**src/rtl/note_player_mc.sv**
```systemverilog
// Time-multiplexed N-voice note player: each frame strobe starts one scan that fetches
// every voice's phase delta and envelope step from a single shared synchronous ROM.
module note_player_mc #(
  parameter int                NUM_CH   = 4,
  parameter int                CHW      = (NUM_CH > 1) ? $clog2(NUM_CH) : 1,
  parameter int                ROM_AW   = 8,
  parameter logic [ROM_AW-1:0] LEN_BASE = ROM_AW'(8'h80),
  parameter logic [ROM_AW-1:0] VAL_BASE = ROM_AW'(8'h84)
) (
  input  logic                 i_clk,
  input  logic                 i_rst_n,
  input  logic                 i_frame_stb,
  input  logic                 i_load,
  input  logic [CHW-1:0]       i_ch,
  input  logic [5:0]           i_pitch,
  input  logic [4:0]           i_duration,
  input  logic [3:0]           i_instrument,
  input  logic                 i_loop,
  output logic [32*NUM_CH-1:0] o_phase_delta,
  output logic [4*NUM_CH-1:0]  o_envelope,
  output logic [NUM_CH-1:0]    o_done,
  output logic                 o_frame_done,
  output logic                 o_overrun,
  output logic                 o_busy,
  output logic [ROM_AW-1:0]    o_rom_addr,
  input  logic [15:0]          i_rom_data,
  output logic [2:0]           o_state
);

  typedef enum logic [2:0] {
    S_IDLE = 3'd0, S_P_LO = 3'd1, S_P_HI = 3'd2, S_LEN = 3'd3,
    S_VAL = 3'd4, S_FIN = 3'd5, S_NEXT = 3'd6
  } state_t;

  localparam logic [CHW-1:0] LAST_CH = CHW'(NUM_CH - 1);

  state_t         state_q, state_d;
  logic [CHW-1:0] ch_q, start_ch;
  logic           slot_start, last_ch, load_ok;
  int             ci;

  logic [NUM_CH-1:0] pend_v, pend_loop, active_q, loop_q;
  logic [5:0]        pend_pitch [NUM_CH];
  logic [5:0]        pitch_q    [NUM_CH];
  logic [4:0]        pend_dur   [NUM_CH];
  logic [4:0]        rem_q      [NUM_CH];
  logic [3:0]        pend_inst  [NUM_CH];
  logic [3:0]        inst_q     [NUM_CH];
  logic [3:0]        step_q     [NUM_CH];
  logic [3:0]        len_q;

  logic [5:0] cur_pitch;
  logic [4:0] cur_rem;
  logic [3:0] cur_inst, cur_step;
  logic       cur_active, cur_loop;

  function automatic logic [3:0] nibble(input logic [15:0] d, input logic [1:0] idx);
    case (idx)
      2'd0:    nibble = d[15:12];
      2'd1:    nibble = d[11:8];
      2'd2:    nibble = d[7:4];
      default: nibble = d[3:0];
    endcase
  endfunction

  assign ci         = int'(ch_q);
  assign cur_pitch  = pitch_q[ch_q];
  assign cur_rem    = rem_q[ch_q];
  assign cur_inst   = inst_q[ch_q];
  assign cur_step   = step_q[ch_q];
  assign cur_active = active_q[ch_q];
  assign cur_loop   = loop_q[ch_q];
  assign last_ch    = (ch_q == LAST_CH);
  assign load_ok    = i_load && (int'(i_ch) < NUM_CH);
  assign o_state    = state_q;

  // A channel's slot begins on the edge that enters P_LO; pending loads are consumed there.
  assign slot_start = ((state_q == S_IDLE) && i_frame_stb) || ((state_q == S_NEXT) && !last_ch);
  assign start_ch   = (state_q == S_IDLE) ? '0 : ch_q + CHW'(1);

  always_ff @(posedge i_clk or negedge i_rst_n) begin
    if (!i_rst_n) begin
      state_q <= S_IDLE;
      ch_q    <= '0;
    end else begin
      state_q <= state_d;
      if (slot_start) ch_q <= start_ch;
    end
  end

  always_comb begin
    state_d = state_q;
    case (state_q)
      S_IDLE:  if (i_frame_stb) state_d = S_P_LO;
      S_P_LO:  state_d = cur_active ? S_P_HI : S_NEXT;
      S_P_HI:  state_d = S_LEN;
      S_LEN:   state_d = S_VAL;
      S_VAL:   state_d = S_FIN;
      S_FIN:   state_d = S_NEXT;
      S_NEXT:  state_d = last_ch ? S_IDLE : S_P_LO;
      default: state_d = S_IDLE;
    endcase
  end

  always_comb begin
    o_rom_addr   = '0;
    o_busy       = (state_q != S_IDLE);
    o_frame_done = (state_q == S_NEXT) && last_ch;
    case (state_q)
      S_P_LO:  if (cur_active) o_rom_addr = ROM_AW'({cur_pitch, 1'b0});
      S_P_HI:  o_rom_addr = ROM_AW'({cur_pitch, 1'b1});
      S_LEN:   o_rom_addr = LEN_BASE + ROM_AW'(cur_inst[3:2]);
      S_VAL:   o_rom_addr = VAL_BASE + ROM_AW'({cur_inst, 2'b00}) + ROM_AW'(cur_step[3:2]);
      default: ;
    endcase
  end

  always_ff @(posedge i_clk or negedge i_rst_n) begin
    if (!i_rst_n) begin
      pend_v        <= '0;
      pend_loop     <= '0;
      active_q      <= '0;
      loop_q        <= '0;
      len_q         <= '0;
      o_done        <= '0;
      o_overrun     <= 1'b0;
      o_phase_delta <= '0;
      o_envelope    <= '0;
      for (int c = 0; c < NUM_CH; c++) begin
        pend_pitch[c] <= '0;
        pend_dur[c]   <= '0;
        pend_inst[c]  <= '0;
        pitch_q[c]    <= '0;
        rem_q[c]      <= '0;
        inst_q[c]     <= '0;
        step_q[c]     <= '0;
      end
    end else begin
      o_done    <= '0;
      o_overrun <= i_frame_stb && (state_q != S_IDLE);
      if (slot_start && pend_v[start_ch]) begin
        pitch_q[start_ch]  <= pend_pitch[start_ch];
        rem_q[start_ch]    <= pend_dur[start_ch];
        inst_q[start_ch]   <= pend_inst[start_ch];
        loop_q[start_ch]   <= pend_loop[start_ch];
        step_q[start_ch]   <= '0;
        active_q[start_ch] <= 1'b1;
        pend_v[start_ch]   <= 1'b0;
      end
      // Placed after the consume so a same-cycle load to that channel stays pending.
      if (load_ok) begin
        pend_v[i_ch]     <= 1'b1;
        pend_pitch[i_ch] <= i_pitch;
        pend_dur[i_ch]   <= i_duration;
        pend_inst[i_ch]  <= i_instrument;
        pend_loop[i_ch]  <= i_loop;
      end
      case (state_q)
        S_P_LO: if (!cur_active) o_envelope[4*ci +: 4] <= '0;
        S_P_HI: o_phase_delta[32*ci +: 16] <= i_rom_data;
        S_LEN:  o_phase_delta[32*ci+16 +: 16] <= i_rom_data;
        S_VAL:  len_q <= nibble(i_rom_data, cur_inst[1:0]);
        S_FIN: begin
          o_envelope[4*ci +: 4] <= nibble(i_rom_data, cur_step[1:0]);
          if (cur_step == len_q) begin
            if (cur_loop) step_q[ch_q] <= '0;
          end else begin
            step_q[ch_q] <= cur_step + 4'd1;
          end
          if (cur_rem == '0) begin
            active_q[ch_q] <= 1'b0;
            o_done[ch_q]   <= 1'b1;
          end else begin
            rem_q[ch_q] <= cur_rem - 5'd1;
          end
        end
        default: ;
      endcase
    end
  end

endmodule

```
**config.mk**
```make
export PLATFORM = sky130hd
export DESIGN_NAME = note_player_mc
export DESIGN_NICKNAME = d
export VERILOG_FILES = /design/src/rtl/note_player_mc.sv
export SDC_FILE = /design/constraint.sdc
export NUM_CORES = 1
export LEC_CHECK = 0
export CAP_MARGIN = 20
export CELL_PAD_IN_SITES_DETAIL_PLACEMENT = 0
export CELL_PAD_IN_SITES_GLOBAL_PLACEMENT = 2
export CORE_AREA = 2 2 199 201
export CTS_CLUSTER_DIAMETER = 200
export DETAILED_ROUTE_END_ITERATION = 8
export DIE_AREA = 0 0 201 203
export PLACE_DENSITY = 0.77
export SYNTH_ARGS = -nofsm -noshare
export SYNTH_HDL_FRONTEND = slang
export SYNTH_SLANG_ARGS = --single-unit
```
**constraint.sdc**
```tcl
create_clock -name i_clk -period 3.7 [get_ports i_clk]
set_clock_uncertainty 0.05 [all_clocks]
set_input_delay 0.74 -clock i_clk [delete_from_list [all_inputs] [get_ports i_clk]]
set_output_delay 0.74 -clock i_clk [all_outputs]
set_load 0.01 [all_outputs]
```
==> flow_summary_export.csv <==
group,metric,value,unit
status,status,"complete, no violations",
sta,relSlewSlack,41.11,%
place,placedCellCount,1905,
sta,fin_setup_tns,0,ns
sta,min_period_over_period,96.51,%
clock_network,cts_tree,"done",
worst_setup_path,path_cells,"buf_4, mux4_1, a22oi_1, o21ai_1, clkdlybuf4s50_1",
synth,synth_edf_count,0,
worst_setup_path,critPathTopFamily,"buffers and inverters",
power,p_leak,7.692,nW
synth,muxShareOfSynthArea,13.04,%
detailed_routing,num_vias,10130,
worst_setup_path,crit_required,2.91,ns
cells_and_area,fin_area,0.01749,mm²
floorplanning,fp.dieArea,0.04080,mm²
grt,antenna_found_initial,2,
clock_network,path_clk_slew,0.06,ns
synth,synth_fp_nets,1276,
detailed_routing,drcViolationCount,0,
cells_and_area,area_delta_synth_final,27.73,%
synth,synthCells,1222,
cells_and_area,drive_above_1_share,16.20,%
detailed_routing,viasPerCell,5.141,
sta,min_period,3.571,ns
sta,slew_viol_final,0,
cells_and_area,nNetsFinal,1483,
synth,synth_cell_types,65,
synth,netlist_area,0.01369,mm²
worst_setup_path,worstPathMaxFanout,6,
synth,synth_fa_ha_area_share,1.462,%
synth,synth-compound-area-share,13.69,%
power,vdd_ir_drop_max,381.8,µV
grt,grt_pass1_wl,63700,µm
synth,synth_xor_area_share,0.6397,%
synth,yosysSeqAreaShare,56.66,%
place,dpl_cell_area,0.01636,mm²
floorplanning,initial_core_util,35.59,%
clock_network,root_buffer,"clkbuf_16",
synth,synth-simple-area-share,11.46,%
worst_setup_path,slowest_delay,0.68,ns
worst_hold_path,hold_class,"input port to async pin",
synth,synth_top_family_by_area,"compound AO/OA/AOI/OAI gates",
floorplanning,die-width,201,µm
worst_setup_path,critPathArrivalTime,2.78,ns
clock_network,cts_sinks,310,
detailed_routing,antenna_left,0,
detailed_routing,wirelength,40430,µm
place,port_buffers,199,
synth,syn_area_per_cell,11.20,µm²
place,place_congestion,0.8025,
sta,worstMarginPinSlew,0.8759,ns
cells_and_area,fin_cells,1971,
grt,gr-total-overflow,0,
worst_setup_path,criticalPathCategory,"register to output port",
clock_network,clkLatencyLatePin,0.52,ns
worst_setup_path,slowest_stage,"mux4_1",
detailed_routing,post_drt_wl_per_cell,20.51,µm
worst_setup_path,crit_buf_inv,2,
floorplanning,rows,72,
detailed_routing,dr.pass1.iters,6,
floorplanning,chipHeight,203,µm
synth,async_flop_share,100.0,%
sta,max_freq,0.2800,GHz
clock_network,h-tree-depth,2,
sta,hold-worst-slack,0.2185,ns
cells_and_area,fillerInstances,3651,
floorplanning,coreArea,0.03847,mm²
sta,rsz0062_at_grt,"false",
clock_network,cts.path.max_buffers,3,
sta,hold_violations,0,
grt,grt_max_degree,94,
grt,track_usage,19.96,%
worst_setup_path,startpoint_type,"register",
sta,finalSetupViolCount,0,
power,powerDensity,874.5,mW/mm²
power,total_power,15.29,mW
job,drv_cap,0,
synth,synth_warnings,0,
floorplanning,io_pins,200,
detailed_routing,drtIter0Drc,555,
synth,ys_seq_elements,310,
synth,synth_top_flop_cell,"dfrtp_1",
grt,first_global_vias,10490,
place,hpwl,28710,µm
worst_setup_path,cp-end-kind,"output port",
clock_network,cts_made_buffers,37,
[kinds of logic (layout without fill, tap and decap cells)]
family          Yosys count  count (layout)
buf+inv                  98             327
fa+ha+maj                16              16
xor+xnor                 10              10
simple gates            355             355
flops                   310             310
compound gates          291             291
other cells               0               2
mux                     142             142
[cell usage after synthesis, types with 2 or more instances]
master | count | area, µm²
clkbuf_1 | 48 | 180.2
inv_1 | 21 | 78.83
and2_1 | 2 | 12.51
nor2_1 | 10 | 37.54
nor4_1 | 2 | 12.51
nor3_1 | 4 | 20.02
xnor2_1 | 4 | 35.03
nor2b_1 | 3 | 18.77
buf_1 | 8 | 30.03
a22o_1 | 16 | 140.1
nor2_2 | 4 | 25.02
o22ai_1 | 16 | 100.1
o21ai_1 | 20 | 100.1
a222oi_1 | 8 | 80.08
mux4_1 | 2 | 52.55
mux2_2 | 85 | 957.2
mux2i_1 | 37 | 370.4
buf_2 | 12 | 60.06
nand3_1 | 16 | 80.08
dfrtp_1 | 310 | 7757
nand3b_1 | 3 | 22.52
nand2_1 | 274 | 1028
buf_4 | 5 | 37.54
o21ai_0 | 100 | 500.5
ha_1 | 16 | 200.2
a21oi_2 | 5 | 43.79
o2bb2ai_1 | 4 | 35.03
o31ai_1 | 70 | 525.5
or2_2 | 4 | 25.02
buf_6 | 2 | 22.52
nand2b_1 | 9 | 56.30
mux4_2 | 18 | 405.4
nand3_4 | 4 | 70.07
or3b_1 | 2 | 17.52
xor2_1 | 6 | 52.55
a21oi_1 | 27 | 135.1
a221oi_1 | 11 | 96.34
a21boi_1 | 2 | 15.01
nand4_1 | 3 | 18.77
o32ai_1 | 4 | 35.03
[through the flow]
stage | worst slack [ns] | util [%]
after floorplan | 0.2989 | -
after global placement | 0.3706 | 42.54
after detailed placement | 0.3723 | 42.54
after CTS | 0.07364 | 45.44
after global routing | 0.001618 | 45.45
final | 0.1290 | 45.46
[layout by cell type, fill, tap and decap left out, types with 8 or more instances in the layout]
cell type and instances:
a222oi_1 8, buf_4 41, inv_1 21, a21oi_1 27
mux2i_1 37, nand2b_1 8, o21ai_0 98, clkdlybuf4s50_1 198
clkbuf_1 8, o31ai_1 70, a22o_1 16, o21ai_1 22
a221oi_1 11, nor2_1 10, dfrtp_1 307, clkinv_2 10
mux2_2 85, mux4_2 18, nand2_1 274, clkbuf_16 37
ha_1 15, nand3_1 16, o22ai_1 16
[worst paths after layout]
check                             startpoint           endpoint  slack [ns]  depth (start not counted)
max                                  ch_q[0]      o_rom_addr[1]        0.13                          5
min                                  i_rst_n   o_phase_delta[6]        0.22                          1
max reg2reg                          ch_q[0]      o_envelope[2]        0.50                          9
min reg2reg                o_phase_delta[61]  o_phase_delta[61]        0.42                          2
max in group asynchronous            i_rst_n     pend_pitch[18]        2.43                          2
min in group i_clk         o_phase_delta[61]  o_phase_delta[61]        0.42                          2
[report_power, final]
group | switching, mW | internal, mW | leakage [nW]
Clock | 1.37 | 1.95 | 0.548
Sequential | 0.775 | 4.58 | 3.81
Combinational | 3.66 | 2.96 | 3.33
[worst reg2reg max path: stages (launching register included)]
cell and delay (ns):
dfrtp_4 0.52, buf_4 0.19, buf_4 0.23, inv_1 0.11, buf_4 0.40, ha_1 0.41
nand2_1 0.28, nor3_1 0.66, nand2_1 0.13, o21ai_1 0.14
[registers in the layout, indices dropped and copies added (netlist names)]
name	count
active_q	4
ch_q	2
inst_q	16
len_q	4
loop_q	4
o_done	4
o_envelope	16
o_overrun	1
o_phase_delta	128
o_state	3
pend_dur	20
pend_inst	16
pend_loop	4
pend_pitch	24
pend_v	4
pitch_q	24
rem_q	20
step_q	16
[timing repair]
item	in CTS	in global routing
setup buffers	3	0
hold buffers	0	0
gates resized for setup	5	1
setup endpoints to repair	4	2
[area by class of cell]
cell class	count	area, µm²	area share, %
multi-input combinational	814	5530	31.63
timing repair buffer	243	2365	13.52
sequential	310	7764	44.40
clock inverter	10	50.05	0.2862
inverter	23	86.33	0.4937
antenna	2	5.005	0.02862
tap	518	648.1	3.706
clock buffer	51	1039	5.939
[per-layer routing]
layer | global-route usage, % | up-vias | share of wire [%]
li1 | - | 4778 | -
met2 | 32.14 | 278 | 46
met5 | 0 | - | 0
met3 | 3.644 | 51 | 5.4
met1 | 28.06 | 5025 | 46
met4 | 4.630 | 0 | 1.7
No activity file was read; power rests on OpenSTA's default activity.
